<file path="config.mk">
export PLATFORM = sky130hd
export DESIGN_NAME = aes_subbytes_serial
export DESIGN_NICKNAME = d
export VERILOG_FILES = /design/src/rtl/aes_mask_pkg.sv /design/src/rtl/valid_delay_line.sv /design/src/rtl/aes_subbytes_serial.sv
export SDC_FILE = /design/constraint.sdc
export NUM_CORES = 1
export LEC_CHECK = 0
export BUFFER_PORTS_ARGS = -buffer_cell sky130_fd_sc_hd__buf_2
export CAP_MARGIN = 20
export CORE_AREA = 2 2 314 316
export CTS_CLUSTER_SIZE = 16
export DETAILED_ROUTE_END_ITERATION = 16
export DIE_AREA = 0 0 316 318
export MAX_ROUTING_LAYER = met4
export PLACE_DENSITY_LB_ADDON = 0.08
export SYNTH_ARGS = -nofsm -noshare
export SYNTH_HDL_FRONTEND = slang
export SYNTH_SLANG_ARGS = --single-unit
</file>
<file path="constraint.sdc">
create_clock -name clk -period 3 [get_ports clk]
set_clock_uncertainty 0.15 [all_clocks]
set_input_delay 0.15 -clock clk [delete_from_list [all_inputs] [get_ports clk]]
set_output_delay 0.15 -clock clk [all_outputs]
set_load 0.005 [all_outputs]
</file>
<file path="src/rtl/aes_mask_pkg.sv">
// Shared definitions for the masked AES byte-serial datapath:
// FSM encoding, byte-index width and share layout helpers.
package aes_mask_pkg;

    localparam int BYTE_IDX_W = 4;
    localparam int NUM_BYTES  = 16;
    localparam int STATE_W    = 128;

    typedef enum logic [1:0] {
        ST_IDLE  = 2'd0,
        ST_FEED  = 2'd1,
        ST_DRAIN = 2'd2,
        ST_DONE  = 2'd3
    } sb_state_e;

    // Position of (share, byte, bit) in a share-concatenated state vector.
    function automatic int state_bit(input int share, input int byte_idx, input int bit_idx);
        return share * STATE_W + 8 * byte_idx + bit_idx;
    endfunction

    // Position of (share, bit) in a bit-interleaved sbox lane.
    function automatic int lane_bit(input int num_shares, input int share, input int bit_idx);
        return bit_idx * num_shares + share;
    endfunction

endpackage

</file>
<file path="src/rtl/valid_delay_line.sv">
// Tracks which cycles carried a live byte into the pipelined sbox, so the
// matching result can be picked up exactly SBOX_LAT cycles later.
module valid_delay_line #(
    parameter int SBOX_LAT = 2
) (
    input  logic clk,
    input  logic rst,
    input  logic din,
    output logic dout
);

    logic [SBOX_LAT-1:0] pipe_q;
    logic [SBOX_LAT-1:0] pipe_d;

    always_comb begin
        pipe_d    = '0;
        pipe_d[0] = din;
        for (int j = 1; j < SBOX_LAT; j++) begin
            pipe_d[j] = pipe_q[j-1];
        end
    end

    always_ff @(posedge clk) begin
        if (rst) begin
            pipe_q <= '0;
        end else begin
            pipe_q <= pipe_d;
        end
    end

    assign dout = pipe_q[SBOX_LAT-1];

endmodule

</file>
<file path="src/rtl/aes_subbytes_serial.sv">
// Byte-serial masked SubBytes(state ^ key): streams 16 bytes through an external
// pipelined masked sbox and collects the results back into the state register.
//
// state    | meaning
// ---------+--------------------------------------------------------------
// ST_IDLE  | waiting for in_valid; only state where in_ready is high
// ST_FEED  | issuing byte issue_cnt to the sbox, rnd_en high
// ST_DRAIN | all bytes issued, waiting for the last sbox results
// ST_DONE  | state_out holds the substituted state until out_ready
module aes_subbytes_serial
    import aes_mask_pkg::*;
#(
    parameter int d        = 2,
    parameter int SBOX_LAT = 2
) (
    input  logic                 clk,
    input  logic                 rst,
    input  logic                 in_valid,
    output logic                 in_ready,
    input  logic [128*d-1:0]     state_in,
    input  logic [128*d-1:0]     key_in,
    output logic [8*d-1:0]       sbox_in,
    input  logic [8*d-1:0]       sbox_out,
    output logic                 rnd_en,
    output logic                 out_valid,
    input  logic                 out_ready,
    output logic [128*d-1:0]     state_out
);

    localparam logic [BYTE_IDX_W-1:0] LAST_BYTE = BYTE_IDX_W'(NUM_BYTES - 1);
    localparam logic [BYTE_IDX_W-1:0] CNT_ONE   = BYTE_IDX_W'(1);

    sb_state_e               state_q, state_d;
    logic [BYTE_IDX_W-1:0]   issue_cnt_q, issue_cnt_d;
    logic [BYTE_IDX_W-1:0]   collect_cnt_q, collect_cnt_d;
    logic [128*d-1:0]        data_q, data_d;
    logic                    in_ready_q, in_ready_d;
    logic                    rnd_en_q, rnd_en_d;
    logic                    out_valid_q, out_valid_d;
    logic                    collect;

    valid_delay_line #(.SBOX_LAT(SBOX_LAT)) u_valid_dl (
        .clk  (clk),
        .rst  (rst),
        .din  (rnd_en_q),
        .dout (collect)
    );

    // Results are written back in place: byte b is always collected after it
    // was issued, so one register holds both the operand and the result.
    always_comb begin
        state_d       = state_q;
        issue_cnt_d   = issue_cnt_q;
        collect_cnt_d = collect_cnt_q;
        data_d        = data_q;

        unique case (state_q)
            ST_IDLE: begin
                if (in_valid) begin
                    data_d        = state_in ^ key_in;
                    issue_cnt_d   = '0;
                    collect_cnt_d = '0;
                    state_d       = ST_FEED;
                end
            end
            ST_FEED: begin
                if (issue_cnt_q == LAST_BYTE) begin
                    state_d = ST_DRAIN;
                end else begin
                    issue_cnt_d = issue_cnt_q + CNT_ONE;
                end
            end
            ST_DRAIN: begin
                state_d = ST_DRAIN;
            end
            ST_DONE: begin
                if (out_ready) begin
                    state_d       = ST_IDLE;
                    issue_cnt_d   = '0;
                    collect_cnt_d = '0;
                end
            end
            default: state_d = ST_IDLE;
        endcase

        if (collect) begin
            for (int b = 0; b < NUM_BYTES; b++) begin
                if (collect_cnt_q == BYTE_IDX_W'(b)) begin
                    for (int i = 0; i < d; i++) begin
                        for (int k = 0; k < 8; k++) begin
                            data_d[state_bit(i, b, k)] = sbox_out[lane_bit(d, i, k)];
                        end
                    end
                end
            end
            if (collect_cnt_q == LAST_BYTE) begin
                state_d = ST_DONE;
            end else begin
                collect_cnt_d = collect_cnt_q + CNT_ONE;
            end
        end

        in_ready_d  = (state_d == ST_IDLE);
        rnd_en_d    = (state_d == ST_FEED);
        out_valid_d = (state_d == ST_DONE);
    end

    always_comb begin
        sbox_in = '0;
        for (int b = 0; b < NUM_BYTES; b++) begin
            if (rnd_en_q && (issue_cnt_q == BYTE_IDX_W'(b))) begin
                for (int i = 0; i < d; i++) begin
                    for (int k = 0; k < 8; k++) begin
                        sbox_in[lane_bit(d, i, k)] = data_q[state_bit(i, b, k)];
                    end
                end
            end
        end
    end

    always_ff @(posedge clk) begin
        if (rst) begin
            state_q       <= ST_IDLE;
            issue_cnt_q   <= '0;
            collect_cnt_q <= '0;
            data_q        <= '0;
            in_ready_q    <= 1'b1;
            rnd_en_q      <= 1'b0;
            out_valid_q   <= 1'b0;
        end else begin
            state_q       <= state_d;
            issue_cnt_q   <= issue_cnt_d;
            collect_cnt_q <= collect_cnt_d;
            data_q        <= data_d;
            in_ready_q    <= in_ready_d;
            rnd_en_q      <= rnd_en_d;
            out_valid_q   <= out_valid_d;
        end
    end

    assign in_ready  = in_ready_q;
    assign rnd_en    = rnd_en_q;
    assign out_valid = out_valid_q;
    assign state_out = data_q;

endmodule

</file>
==> results.yml <==
cells_and_area:
  final_cells: 4835
  areaGrowthSynthToFinish_pct: 77.2
  finalNetCount: 4069
  drive_above_1_share_pct: 33.2
  final_util_pct: 30.6
synth:
  avgSynthCellArea_um2: 7.42
  synth_largest_area_cell: "dfxtp_1"
  syn_nets: 2814
  synth_area_um2: 16800
  yosysSeqAreaShare_pct: 32.2
  yosys_warnings: 0
  synthFlopType: "dfxtp_1"
  post-synth-top-area-fraction_pct: 32.2
  yosysUniqueCellTypes: 67
  async_flop_share_pct: 0
  yosysMostFrequentCell: "nor2_1"
  synth_area_leaders: "dfxtp_1 32%, xnor2_1 13%, nor2_1 13%, a211oi_1 12%, a21oi_1 9.3%"
  synth_common_cells: "576 x nor2_1, 312 x a21oi_1, 271 x dfxtp_1"
  synth_seq_cells: 271
  postSynthCellCount: 2270
  synth_edf_count: 0
sta:
  finalCritPeriodShare_pct: 110
  fin_crit_ns: 3.30
  finalMaxSlewViolations: 0
  rsz0062_at_grt: "yes"
  relSlewSlack_pct: 35.0
  finalSetupViolCount: 16
  final_hold_viol_count: 0
  worst_pin_slew_ns: 0.976
  hold_slack_ns: 0.00478
  clock.fmax_mhz: 303
  setup_ws_ns: -0.302
routing:
  wl_mm: 124
  wl_per_cell_um: 25.7
  ant_nets: 0
  drcViolationCount: 0
  dr.pass1.iters: 5
  drtIter0Drc: 1373
  vias: 22265
  viasPerCell: 4.60
cts:
  cts_root_buffer: "clkbuf_16"
  h-tree-depth: 2
  cts_buffer_depth: 3
  numCtsBuffers: 37
  clkSinkCount: 271
  cts_tree: "yes"
  clk_pin_slew_worst_paths_ns: 0.07
  worstSkewPairLatency_ns: 0.57
placement:
  gp_congestion: 0.920
  post-dp-hpwl_mm: 96.0
  post-place-cells: 4283
  numPortBuffers: 806
global_route:
  grt_use_total_pct: 24.6
  grt_first_pass_wirelength_mm: 171
  gr-total-overflow: 0
  grt_pass1_vias: 22708
  antenna_found_initial: 4
  grt_max_degree: 101
floorplanning:
  pin_count: 807
  start_util_pct: 17.3
  die_x_um: 316
  dieHeight_um: 318
  core_um2: 97400
  dieArea_um2: 100000
  std_cell_rows: 115
worst_setup_path:
  criticalPathCategory: "reg -> out"
  critPathMaxFanout: 7
  cp.arrival_ns: 3.00
  worstPathRequired_ns: 2.70
  cp-start-kind: "register"
  endpoint_kind: "output port"
pwr:
  powerDensity_nw_per_um2: 426
  p_int_uw: 8440
  p_sw_uw: 4270
  p_sw_share_pct: 33.6
  clkPwrFrac_pct: 34.7
  pwr-share-seq_pct: 35.9
  p_leak_uw: 0.0126
  power_frac_comb_pct: 29.4
  ir_worst_vdd_v: 0.000336
run_status:
  violations: "negative setup slack"
  outcome: "finished with violations"
job:
  maxCapViolCount: 0
hold_path:
  worstHoldPathType: "in -> reg"
[sequential cells by signal, indices dropped and copies added (netlist names)]
register,flops
collect_cnt_q,4
u_valid_dl.pipe_q,2
rnd_en,1
out_valid,1
state_out,256
state_q,2
in_ready,1
issue_cnt_q,4
[cells by family (layout without fill, tap and decap cells)]
kind of cell	Yosys count	in the layout	synth area share (%)
and+or+nand+nor	695	695	17.0
AOI/OAI and AO/OA	792	792	30.3
xor gates and xnor gates	257	257	13.4
muxes	1	1	0.0594
DFF	271	271	32.2
adders and majority gates	12	12	0.892
buffers and inverters	242	1519	6.09
other	0	1	0
[critical path: stages (launching register included)]
cell,delay [ns]
dfxtp_4,0.40
inv_4,0.06
ha_4,0.17
nor2b_4,0.15
buf_6,0.13
a221o_1,0.35
a221oi_4,0.29
o311ai_2,0.12
buf_4,0.19
a221oi_4,0.29
o22ai_2,0.12
buf_6,0.14
[layout make-up]
type / instances / area, µm²
tap: 1287 / 1610
sequential: 271 / 5440
fill: 10594 / 67600
inverter: 23 / 96.3
clock buffer: 57 / 1130
multi-input combinational: 1757 / 11200
antenna: 1 / 2.50
clock inverter: 4 / 33.8
timing repair buffer: 1435 / 10300
[layer usage]
layer,vias up,wire length [µm],GRT usage (%)
met5,-,0,-
met4,0,2290,4.48
met3,125,5790,2.93
met2,706,64900,44.8
met1,10842,51200,28.9
li1,10592,-,-
[placed cells by master, fill, tap and decap left out, types with 26 or more instances in the layout]
cell type / n
a211oi_1: 259
a21oi_1: 301
buf_2: 795
buf_4: 144
buf_6: 26
clkbuf_16: 38
dfxtp_1: 266
dlygate4sd3_1: 447
nand2_1: 40
nor2_1: 560
o21ai_0: 37
o22ai_1: 35
xnor2_1: 256
[final timing paths]
| check | start | to | slack [ns] | depth (start not counted) |
|---|---|---|---|---|
| worst min-delay path | key_in[188] | state_out[188]$_SDFF_PP0_ | 0.005 | 5 |
| worst min register to register | u_valid_dl.pipe_q[0]$_SDFF_PP0_ | u_valid_dl.pipe_q[1]$_SDFF_PP0_ | 0.31 | 1 |
| worst max register to register | state_q[1]$_SDFF_PP0_ | state_out[51]$_SDFF_PP0_ | 0.35 | 9 |
| worst max-delay path | issue_cnt_q[1]$_SDFFE_PP0P_ | sbox_in[13] | -0.30 | 11 |
[power groups by stage]
stage	registers (µW)	clock network, µW	logic [µW]
after global placement	4660	0	3000
after floorplan	4270	0	1490
after global routing	4590	4660	4080
after detailed placement	4650	0	3020
final	4560	4410	3740
after CTS	4580	4530	3760
[through the flow]
stage	area [µm²]	worst slack [ns]	power, µW	TNS, ns
after global placement	22900	-0.226	7670	-0.930
final	29800	-0.302	12700	-3.39
after floorplan	16800	0.748	5750	0
after CTS	29400	-0.397	12900	-4.53
after global routing	29800	-0.401	13300	-4.92
after detailed placement	22900	-0.194	7670	-1.21
[timing repair]
action | in CTS | in global routing
hold buffers | 447 | 0
setup endpoints to repair | 16 | 16
pin swaps | 33 | 47
setup buffers | 32 | 14
gates cloned | 3 | 0
gates resized for setup | 137 | 66
hold endpoints to repair | 238 | 0
Power figures use the tool's default switching activity.
